==> config.mk <==
export PLATFORM = sky130hd
export DESIGN_NAME = kbd_decoder
export DESIGN_NICKNAME = d
export VERILOG_FILES = /design/src/rtl/kbd_pkg.sv /design/src/rtl/kbd_char_fifo.sv /design/src/rtl/kbd_decoder.sv
export SDC_FILE = /design/constraint.sdc
export NUM_CORES = 1
export LEC_CHECK = 0
export CAP_MARGIN = 10
export CORE_UTILIZATION = 40
export CTS_CLUSTER_DIAMETER = 200
export CTS_CLUSTER_SIZE = 25
export DETAILED_ROUTE_END_ITERATION = 8
export SYNTH_ARGS = -nofsm -noshare
export SYNTH_HDL_FRONTEND = slang
export SYNTH_SLANG_ARGS = --single-unit
==> constraint.sdc <==
create_clock -name clk -period 4.56 [get_ports clk]
set_input_delay 0.684 -clock clk [delete_from_list [all_inputs] [get_ports clk]]
set_output_delay 0.684 -clock clk [all_outputs]
set_load 0.02 [all_outputs]
==> src/rtl/kbd_pkg.sv <==
// kbd_pkg: scancode constants, decoder state type and character translation helpers
package kbd_pkg;
  localparam logic [6:0] SC_SHIFT = 7'h0E;
  localparam logic [6:0] SC_CAPS = 7'h0F;
  localparam logic [6:0] SC_CTRL = 7'h11;
  localparam logic [6:0] SC_ALT = 7'h12;
  typedef enum logic [1:0] {IDLE, DECODE, PUSH} dec_state_t;
  function automatic logic [6:0] kbd_shift_map(input logic [6:0] c);
    if (c inside {[7'h31:7'h39]}) return c - 7'h10;
    case (c)
      7'h2D: return 7'h3D;
      7'h5E: return 7'h7E;
      7'h5C: return 7'h7C;
      7'h40: return 7'h60;
      7'h5B: return 7'h7B;
      7'h3B: return 7'h2B;
      7'h3A: return 7'h2A;
      7'h5D: return 7'h7D;
      7'h2C: return 7'h3C;
      7'h2E: return 7'h3E;
      7'h2F: return 7'h3F;
      default: return c;
    endcase
  endfunction
  function automatic logic [7:0] kbd_translate(input logic [6:0] code, input logic [3:0] mods);
    logic [6:0] c;
    logic ctl;
    ctl = code inside {7'h08, 7'h09, 7'h0A, 7'h10, [7'h13:7'h15], [7'h1C:7'h1F]};
    c = code;
    if (!ctl) begin
      if (mods[0]) c = kbd_shift_map(c);
      if (c == 7'h5F) c = mods[0] ? 7'h5F : 7'h5C;
      if (c inside {[7'h61:7'h7A]} && (mods[0] ^ mods[3])) c = c - 7'h20;
    end
    if (mods[1] && c[6]) c = c & 7'h1F;
    return {mods[2], c};
  endfunction
endpackage

==> src/rtl/kbd_char_fifo.sv <==
// kbd_char_fifo: DEPTH x 8 character FIFO; head reads 0 when empty, read and write may both succeed when full
module kbd_char_fifo #(
  parameter int DEPTH = 8
) (
  input  logic                         clk,
  input  logic                         rst,
  input  logic                         wen,
  input  logic [7:0]                   wdata,
  input  logic                         ren,
  output logic [$clog2(DEPTH+1)-1:0]   len,
  output logic                         full,
  output logic [7:0]                   head
);
  localparam int AW = $clog2(DEPTH);
  localparam int LW = $clog2(DEPTH + 1);
  logic [7:0] mem [DEPTH];
  logic [AW-1:0] wp, rp;
  logic do_r, do_w;
  assign full = len == LW'(DEPTH);
  assign do_r = ren && len != '0;
  assign do_w = wen && (!full || do_r);
  assign head = len == '0 ? 8'h00 : mem[rp];
  // Pointers wrap naturally since DEPTH is a power of two
  always_ff @(posedge clk)
    if (rst) begin
      wp <= '0;
      rp <= '0;
      len <= '0;
    end else begin
      if (do_w) wp <= wp + 1'b1;
      if (do_r) rp <= rp + 1'b1;
      len <= len + LW'(do_w) - LW'(do_r);
    end
  // Storage needs no reset; occupancy is governed by len
  always_ff @(posedge clk)
    if (do_w) mem[wp] <= wdata;
endmodule

==> src/rtl/kbd_decoder.sv <==
// kbd_decoder: scancode decoder with modifier tracking and character FIFO; autorepeat enabled by KBD_AUTOREPEAT_EN
module kbd_decoder
  import kbd_pkg::*;
#(
  parameter int          FIFO_DEPTH    = 8,
  parameter logic [23:0] REPEAT_DELAY  = 24'd13_500_000,
  parameter logic [23:0] REPEAT_PERIOD = 24'd2_700_000
) (
  input  logic                              clk,
  input  logic                              rst,
  input  logic                              kbc_len,
  output logic                              kbc_ren,
  input  logic [7:0]                        kbc_data,
  output logic [$clog2(FIFO_DEPTH+1)-1:0]   char_len,
  input  logic                              char_ren,
  output logic [7:0]                        char_out,
  output logic [3:0]                        mod_state,
  output logic                              overflow,
  input  logic                              ovf_clr
);
  dec_state_t state, state_n;
  logic [7:0] sc, ch, ch_n, rep_char, wdata;
  logic [6:0] code;
  logic [3:0] mods;
  logic rel, emit, is_mod, push_w, rep_w, wen, full;
  assign code = sc[6:0];
  assign rel = sc[7];
  assign is_mod = code inside {SC_SHIFT, SC_CTRL, SC_ALT, SC_CAPS};
  assign ch_n = kbd_translate(code, mods);
  assign mod_state = mods;
  assign push_w = state == PUSH && emit;
  assign wen = push_w | rep_w;
  assign wdata = push_w ? ch : rep_char;
  // State register
  always_ff @(posedge clk) state <= rst ? IDLE : state_n;
  // Next state; the controller is read only from IDLE and never during reset
  always_comb begin
    state_n = state == IDLE ? (kbc_len ? DECODE : IDLE) : state == DECODE ? PUSH : IDLE;
    kbc_ren = !rst && state == IDLE && kbc_len;
  end
  // Latch the scancode, then decode it: modifiers update and the character is held for PUSH
  always_ff @(posedge clk)
    if (rst) begin
      sc <= '0;
      ch <= '0;
      emit <= 1'b0;
      mods <= '0;
    end else begin
      if (kbc_ren) sc <= kbc_data;
      if (state == DECODE) begin
        emit <= !rel && !is_mod;
        ch <= ch_n;
        mods[0] <= code == SC_SHIFT ? !rel : mods[0];
        mods[1] <= code == SC_CTRL ? !rel : mods[1];
        mods[2] <= code == SC_ALT ? !rel : mods[2];
        mods[3] <= code == SC_CAPS && !rel ? !mods[3] : mods[3];
      end
    end
  kbd_char_fifo #(.DEPTH(FIFO_DEPTH)) u_fifo (
    .clk  (clk),
    .rst  (rst),
    .wen  (wen),
    .wdata(wdata),
    .ren  (char_ren),
    .len  (char_len),
    .full (full),
    .head (char_out)
  );
  // Sticky overflow; a dropping write beats a simultaneous clear
  always_ff @(posedge clk)
    overflow <= rst ? 1'b0 : (wen && full && !char_ren) ? 1'b1 : ovf_clr ? 1'b0 : overflow;
`ifdef KBD_AUTOREPEAT_EN
  logic armed, pend, rep_due;
  logic [6:0] rep_code;
  logic [23:0] timer;
  assign rep_due = armed && (timer == '0 || pend);
  assign rep_w = rep_due && state != PUSH;
  // Arm on an emitted press, disarm on any other press or release of the armed key; a repeat that lands on PUSH waits a cycle
  always_ff @(posedge clk)
    if (rst) begin
      armed <= 1'b0;
      pend <= 1'b0;
      rep_code <= '0;
      rep_char <= '0;
      timer <= '0;
    end else if (state == DECODE && !rel && !is_mod) begin
      armed <= 1'b1;
      pend <= 1'b0;
      rep_code <= code;
      rep_char <= ch_n;
      timer <= REPEAT_DELAY;
    end else if (state == DECODE && (!rel || code == rep_code)) begin
      armed <= 1'b0;
      pend <= 1'b0;
    end else begin
      pend <= rep_due && state == PUSH;
      timer <= timer == '0 ? REPEAT_PERIOD - 24'd1 : timer - 24'd1;
    end
`else
  logic unused_rep;
  assign unused_rep = ^{REPEAT_DELAY, REPEAT_PERIOD};
  assign rep_w = 1'b0;
  assign rep_char = 8'h00;
`endif
endmodule

Yosys cells after proc, flatten, opt, wreduce, memory -nomap -nowiden
Memory sizes are Yosys's and may differ from the RTL's. A register that Yosys moved wholly into a read port is not among the register bits.
Cells that the tools add are included.
{"block": "classes", "addsub": 6, "n_lt_le_gt_ge": 8, "eq_ne": 23, "mux": 25, "n_bitwise": 1, "n_reduce_logical": 32}
{"cell": "7-bit case mux with 11 select lines", "n": 1}
{"cell": "7-bit 2-to-1 mux", "n": 9}
{"cell": "7-bit by 6-bit == test with 1-bit output, second input constant", "n": 6}
{"cell": "7-bit == test, second input constant", "n": 6}
{"cell": "7-bit by 4-bit == test with 1-bit output, second input constant", "n": 5}
{"cell": "7-bit by 5-bit == test with 1-bit output, second input constant", "n": 3}
{"cell": "8-bit 2-to-1 mux", "n": 2}
{"cell": "1-bit logical AND", "n": 15}
{"cell": "7-bit by 5-bit greater-or-equal comparator with 1-bit output, second input constant", "n": 2}
{"cell": "7-bit by 5-bit <= comparator with 1-bit output, second input constant", "n": 2}
{"cell": "1-bit 2-to-1 mux", "n": 8}
{"cell": "2-bit AND reduction", "n": 4}
{"cell": "4-bit nonzero test", "n": 2}
{"cell": "7-bit by 6-bit greater-or-equal comparator with 1-bit output, second input constant", "n": 1}
{"cell": "7-bit greater-or-equal comparator, second input constant", "n": 1}
{"cell": "7-bit by 6-bit <= comparator with 1-bit output, second input constant", "n": 1}
{"cell": "7-bit <= comparator, second input constant", "n": 1}
{"cell": "7-bit by 5-bit subtractor with 7-bit output, second input constant", "n": 1}
{"cell": "7-bit by 6-bit subtractor with 7-bit output, second input constant", "n": 1}
{"cell": "3-bit by 1-bit adder with 3-bit output, second input constant", "n": 2}
{"cell": "1-bit zero test", "n": 6}
{"cell": "2-bit 2-to-1 mux", "n": 3}
{"cell": "3-bit 2-to-1 mux", "n": 2}
{"cell": "6-bit nonzero test", "n": 1}
{"cell": "10 further kinds", "n": 10}
{"block": "totals", "regBits": 34, "ram_bits": 64, "output_inout_bits": 18, "memories": 1}
{"name": "u_fifo.mem", "depth": 8, "width": 8, "rd": 1, "rd_ports_with_merged_regs": 1, "wr": 1, "line": "kbd_char_fifo.sv:16", "rtl": "logic [7:0] mem [DEPTH];"}

Logic depth before layout (Yosys ltp)
{"block": "depth", "depth_word": 18, "depth_mapped": 14}

Cells and area by module
A second synthesis with hierarchy kept.
{"block": "unflattened", "cells_unflattened": 388, "area_unflattened_um2": 4730.8}
{"mod": "kbd_char_fifo", "n_inst": 1, "cells_per_inst": 178, "area_per_inst_um2": 3118.0}
{"mod": "kbd_decoder", "n_inst": 1, "cells_per_inst": 210, "area_per_inst_um2": 1612.8}

Worst setup path after synthesis
OpenSTA, ideal clock, no wires.
{"block": "synth_path", "path_type": "reg-to-reg", "from": "reg sc[4]", "to": "reg ch[5]", "setup_ns": 0.116, "t_arrival_ns": 3.042, "required_ns": 4.444, "setup_slack_ns": 1.402, "path_stages_with_launch": 15, "n_path_buf": 1, "path_cell_list": "dfxtp_1 -> buf_2 -> inv_1 -> ha_1 -> nand2_1 -> a211o_1 -> o311a_4 -> a311oi_4 -> ha_1 -> inv_1 -> or3_1 -> a311oi_2 -> a211oi_2 -> mux2_1 -> a31o_1"}
{"block": "synth_between", "elab_chain_len": 18, "word_cells_on_any_way": 46, "classes_between": "2 x add/sub; 8 x order compare; 16 x eq/ne; 13 x mux; 7 x reduce/logical"}
{"item": "from (decl)", "line": "kbd_decoder.sv:22", "rtl": "logic [7:0] sc, ch, ch_n, rep_char, wdata;"}
{"item": "from (signal assigned)", "line": "kbd_decoder.sv:49", "rtl": "if (kbc_ren) sc <= kbc_data;"}
{"item": "7-bit by 6-bit greater-or-equal comparator with 1-bit output / 7-bit by 6-bit <= comparator with 1-bit output (equally long branches)", "line": "kbd_pkg.sv:9", "rtl": "if (c inside {[7'h31:7'h39]}) return c - 7'h10;"}
{"item": "1-bit logical AND", "line": "kbd_pkg.sv:9"}
{"item": "1-bit 2-to-1 mux", "line": "kbd_pkg.sv:9"}
{"item": "1-bit 2-to-1 mux", "line": "kbd_pkg.sv:31", "rtl": "if (mods[0]) c = kbd_shift_map(c);"}
{"item": "1-bit 2-to-1 mux", "line": "kbd_pkg.sv:30", "rtl": "if (!ctl) begin"}
{"item": "7-bit 2-to-1 mux", "line": "kbd_pkg.sv:10", "rtl": "case (c)"}
{"item": "7-bit 2-to-1 mux", "line": "kbd_pkg.sv:31"}
{"item": "7-bit 2-to-1 mux", "line": "kbd_pkg.sv:30"}
{"item": "7-bit == test", "line": "kbd_pkg.sv:32", "rtl": "if (c == 7'h5F) c = mods[0] ? 7'h5F : 7'h5C;"}
{"item": "7-bit 2-to-1 mux", "line": "kbd_pkg.sv:32"}
{"item": "7-bit 2-to-1 mux", "line": "kbd_pkg.sv:30"}
{"item": "7-bit greater-or-equal comparator / 7-bit <= comparator (equally long branches)", "line": "kbd_pkg.sv:33", "rtl": "if (c inside {[7'h61:7'h7A]} && (mods[0] ^ mods[3])) c = c - 7'h20;"}
{"item": "1-bit logical AND (2 in series)", "line": "kbd_pkg.sv:33"}
{"item": "7-bit 2-to-1 mux", "line": "kbd_pkg.sv:33"}
{"item": "7-bit 2-to-1 mux *", "line": "kbd_pkg.sv:30"}
{"item": "1-bit logical AND", "line": "kbd_pkg.sv:35", "rtl": "if (mods[1] && c[6]) c = c & 7'h1F;"}
{"item": "7-bit 2-to-1 mux *", "line": "kbd_pkg.sv:35"}
{"item": "to (signal assigned)", "line": "kbd_decoder.sv:52", "rtl": "ch <= ch_n;"}
{"item": "to (decl)", "line": "kbd_decoder.sv:22"}
Every way passes the cells marked *; elsewhere a longest branch is shown, timed or not. The select of a mux whose other input is x is not followed.
A chain may end at the register's enable or synchronous reset.

Worst setup path in the final report
{"block": "layout_path", "from": "reg sc[5]", "to": "reg ch[5]"}
Same word-level chain as after synthesis.

==> out/summary.txt <==
Outcome: finished clean
Fill count: 1044
Switching share of power: 29.9%
Setup violations, final: 0
Routed Antenna Nets: 0
Most frequent cells in the layout: edfxtp_1 (64), nor2_1 (41), dfxtp_1 (37), nand2_1 (33), clkdlybuf4s50_1 (30)
Startpoint Class: flop
Seq pwr share: 45.0%
Slew margin rel.: 37.5%
Yosys cell types: 57
CTS tree: yes
Max Root-Sink Buffers: 2
Mapped Area: 4650 um^2
Ratio of cells with drive above 1 in the final layout: 12.6%
H-tree levels: 3
Yosys top cell area share: 41.3%
Total buffers and inverters traversed by the critical path: 1
Final WL: 8910 um
Yosys warns: 0
Ant diodes: 0
Maximum VDD drop: 0.000258 V
Crit-path cells: ha_1, and2_1, a2bb2oi_2, o311a_4, a311oi_4, ha_1, inv_1, or3_1, a311oi_2, a211oi_2, mux2_1, a31o_1
Worst path required time: 4.79 ns
Initial drt markers: 107
Pin count of the biggest net entering global routing: 38
Post-CTS Resized: 0
Top FF cell, synth: edfxtp_1
Top-Level Pins: 31
DP Wirelength: 6050 um
Clock root buffer: clkbuf_16
Syn_area_per_cell: 12.4 um^2
Post-CTS Setup Bufs: 0
First-pass DRT Iterations: 4
Cell Int Power: 0.00169 W
Clk sinks: 101
NumNets Final: 427
RSZ-0062 raised after global routing: false
Switching power: 0.000722 W
Row Count: 39
CP max-delay cell: dfxtp_1
First-pass GRT wire length: 14700 um
Die ar.: 12100 um^2
PortBufs: 30
Setup Skew: 0.00909 ns
Worst-Skew Late Latency: 0.34 ns
Largest area contributor in the netlist: edfxtp_1
Crit path max fanout: 13
Vias in the first global route: 2887
Hold Crit Start: ch[0]$_SDFFE_PP0P_
Fin. Hold Viols: 0
Max Freq: 284 MHz
Max_cap viols: 0
Tmin final: 3.52 ns
Clock Pin Slew Worst Setup and Hold Paths: 0.07 ns
Clock share of power: 31.0%
Power Dens Cells: 449 nW/um^2
Mapped Cells: 376
CTS buffer count: 9
Final Max Tran Viols: 0
FF+latch count, synth: 101
Fin crit share: 77.2%
Core Region: 11400 um^2
Cell family with most CP delay: compound AO/OA/AOI/OAI gates
Post-synthesis sequential area ratio: 57.3%
Fin worst setup slack: 1.04 ns
Vias per cell: 5.34
Gpl congestion: 0.829
Synth top area cells: edfxtp_1 (41%), dfxtp_1 (16%), mux4_2 (7.8%)
GRT Util Overall: 16.5%
Avg WL per Cell: 16.3 um
Vias: 2923
Finished Cell Area: 5380 um^2
Ys async rst share: 0%
Chip width: 110 um
Worst Setup SP: sc[5]$_SDFFE_PP0P_
Area Overhead vs Synth: 15.7%
GRT overflow: 0
Post-synth EDFFs: 64
HP Class: flop to flop
Most common cell after layout, fill and taps aside: edfxtp_1
Comb pwr share: 24.1%
Post-DP Area: 5080 um^2
Setup_tns: 0 ns
Actual slew at the worst max-slew pin: 0.933 ns
Lkg Pwr: 1.68 nW
FF-to-FF Start: sc[5]$_SDFFE_PP0P_
CP most frequent cell: ha_1
Crit end category: flop
Antenna violations before repair: 0
CP max stage delay: 0.58 ns
CP arrival: 3.75 ns
Setup WS pre-CTS: 1.05 ns
DRC violations left: 0
Syn Nets: 404
Starting Density: 40.9%
Cts hold-fix bufs: 0
Critical path type: flop to flop
Chip height: 110 um
==> cells in the mapped netlist, types with 5 or more instances <==
cell type and number:
a21oi_1 16, nand3_1 8, edfxtp_1 64, xor2_1 5, nor2_1 41, nor3_1 6
inv_1 13, o31ai_1 5, nand4_1 5, mux4_2 16, mux2i_1 12, nor4b_1 5
o21ai_0 6, dfxtp_1 37, nand2_1 33, ha_1 14, and2_1 10, nand2b_1 9
clkbuf_1 17
==> stage by stage <==
step / std cells / util (%) / hold slack [ns] / total power (W)
2_1_floorplan: 376 / - / 0.427 / 0.00150
3_3_place_gp: 531 / 44.7 / 0.439 / 0.00169
3_5_place_dp: 531 / 44.7 / 0.444 / 0.00170
4_1_cts: 547 / 47.3 / 0.454 / 0.00245
5_1_grt: 547 / 47.3 / 0.477 / 0.00256
6_report: 547 / 47.3 / 0.450 / 0.00241
==> cells by family (layout without fill, tap and decap cells) <==
family,Yosys count,after routing,synth area share [%]
AND/OR/NAND/NOR,132,132,14.2
flip-flops,101,101,57.3
AO/OA/AOI/OAI,53,53,8.72
buffers and inverters,38,66,3.53
multiplexers,29,29,10.6
adder cells (fa/ha/maj),15,15,4.20
XOR/XNOR,8,8,1.51
==> path summary, 6_finish.rpt <==
path | to | slack [ns] | depth (start not counted)
setup / recovery | ch[5]$_SDFFE_PP0P_ | 1.04 | 12
hold / removal | ch[0]$_SDFFE_PP0P_ | 0.45 | 2
setup reg to reg | ch[5]$_SDFFE_PP0P_ | 1.04 | 12
hold reg to reg | ch[0]$_SDFFE_PP0P_ | 0.45 | 2
==> worst min-delay path: cells and delay by family, from the launching register on <==
family | cells | cell delay, ns
simple gates | 1 | 0.05
flops | 1 | 0.31
compound gates | 1 | 0.05
==> power groups by stage <==
| stage | Sequential [W] | Clock, W | Combinational [W] |
|---|---|---|---|
| finish | 0.00109 | 0.000748 | 0.000581 |
| global placement | 0.00111 | 0 | 0.000584 |
| CTS | 0.00109 | 0.000767 | 0.000592 |
| detailed placement | 0.00111 | 0 | 0.000590 |
| global route | 0.00110 | 0.000807 | 0.000651 |
| floorplan | 0.00106 | 0 | 0.000438 |
==> routing by layer <==
layer | global-route usage (%) | part of all wire [%]
met2 | 28.7 | 49
met1 | 20.3 | 46
met4 | 6.67 | 2.0
met3 | 2.90 | 3.0
met5 | 0 | 0
==> final cells by class <==
cell class              instances  area [um^2]  share of cell area [%]
clock buffers                   9          225                    4.19
clock inverters                 7         70.1                    1.30
inverters                      14         52.6                   0.977
multi-input cells             237         1840                    34.3
flip-flops and latches        101         2660                    49.5
well taps                     143          179                    3.33
repair buffers                 36          345                    6.42
==> state kept, by name, summed over array words and instances (netlist names), named ones only <==
| name | count |
|---|---|
| emit | 1 |
| ch | 8 |
| u_fifo.rp | 3 |
| overflow | 1 |
| sc | 8 |
| mod_state | 4 |
| u_fifo.len | 4 |
| u_fifo.wp | 3 |
| u_fifo.mem | 64 |
| state | 2 |
(Power assumes the default switching activity.)
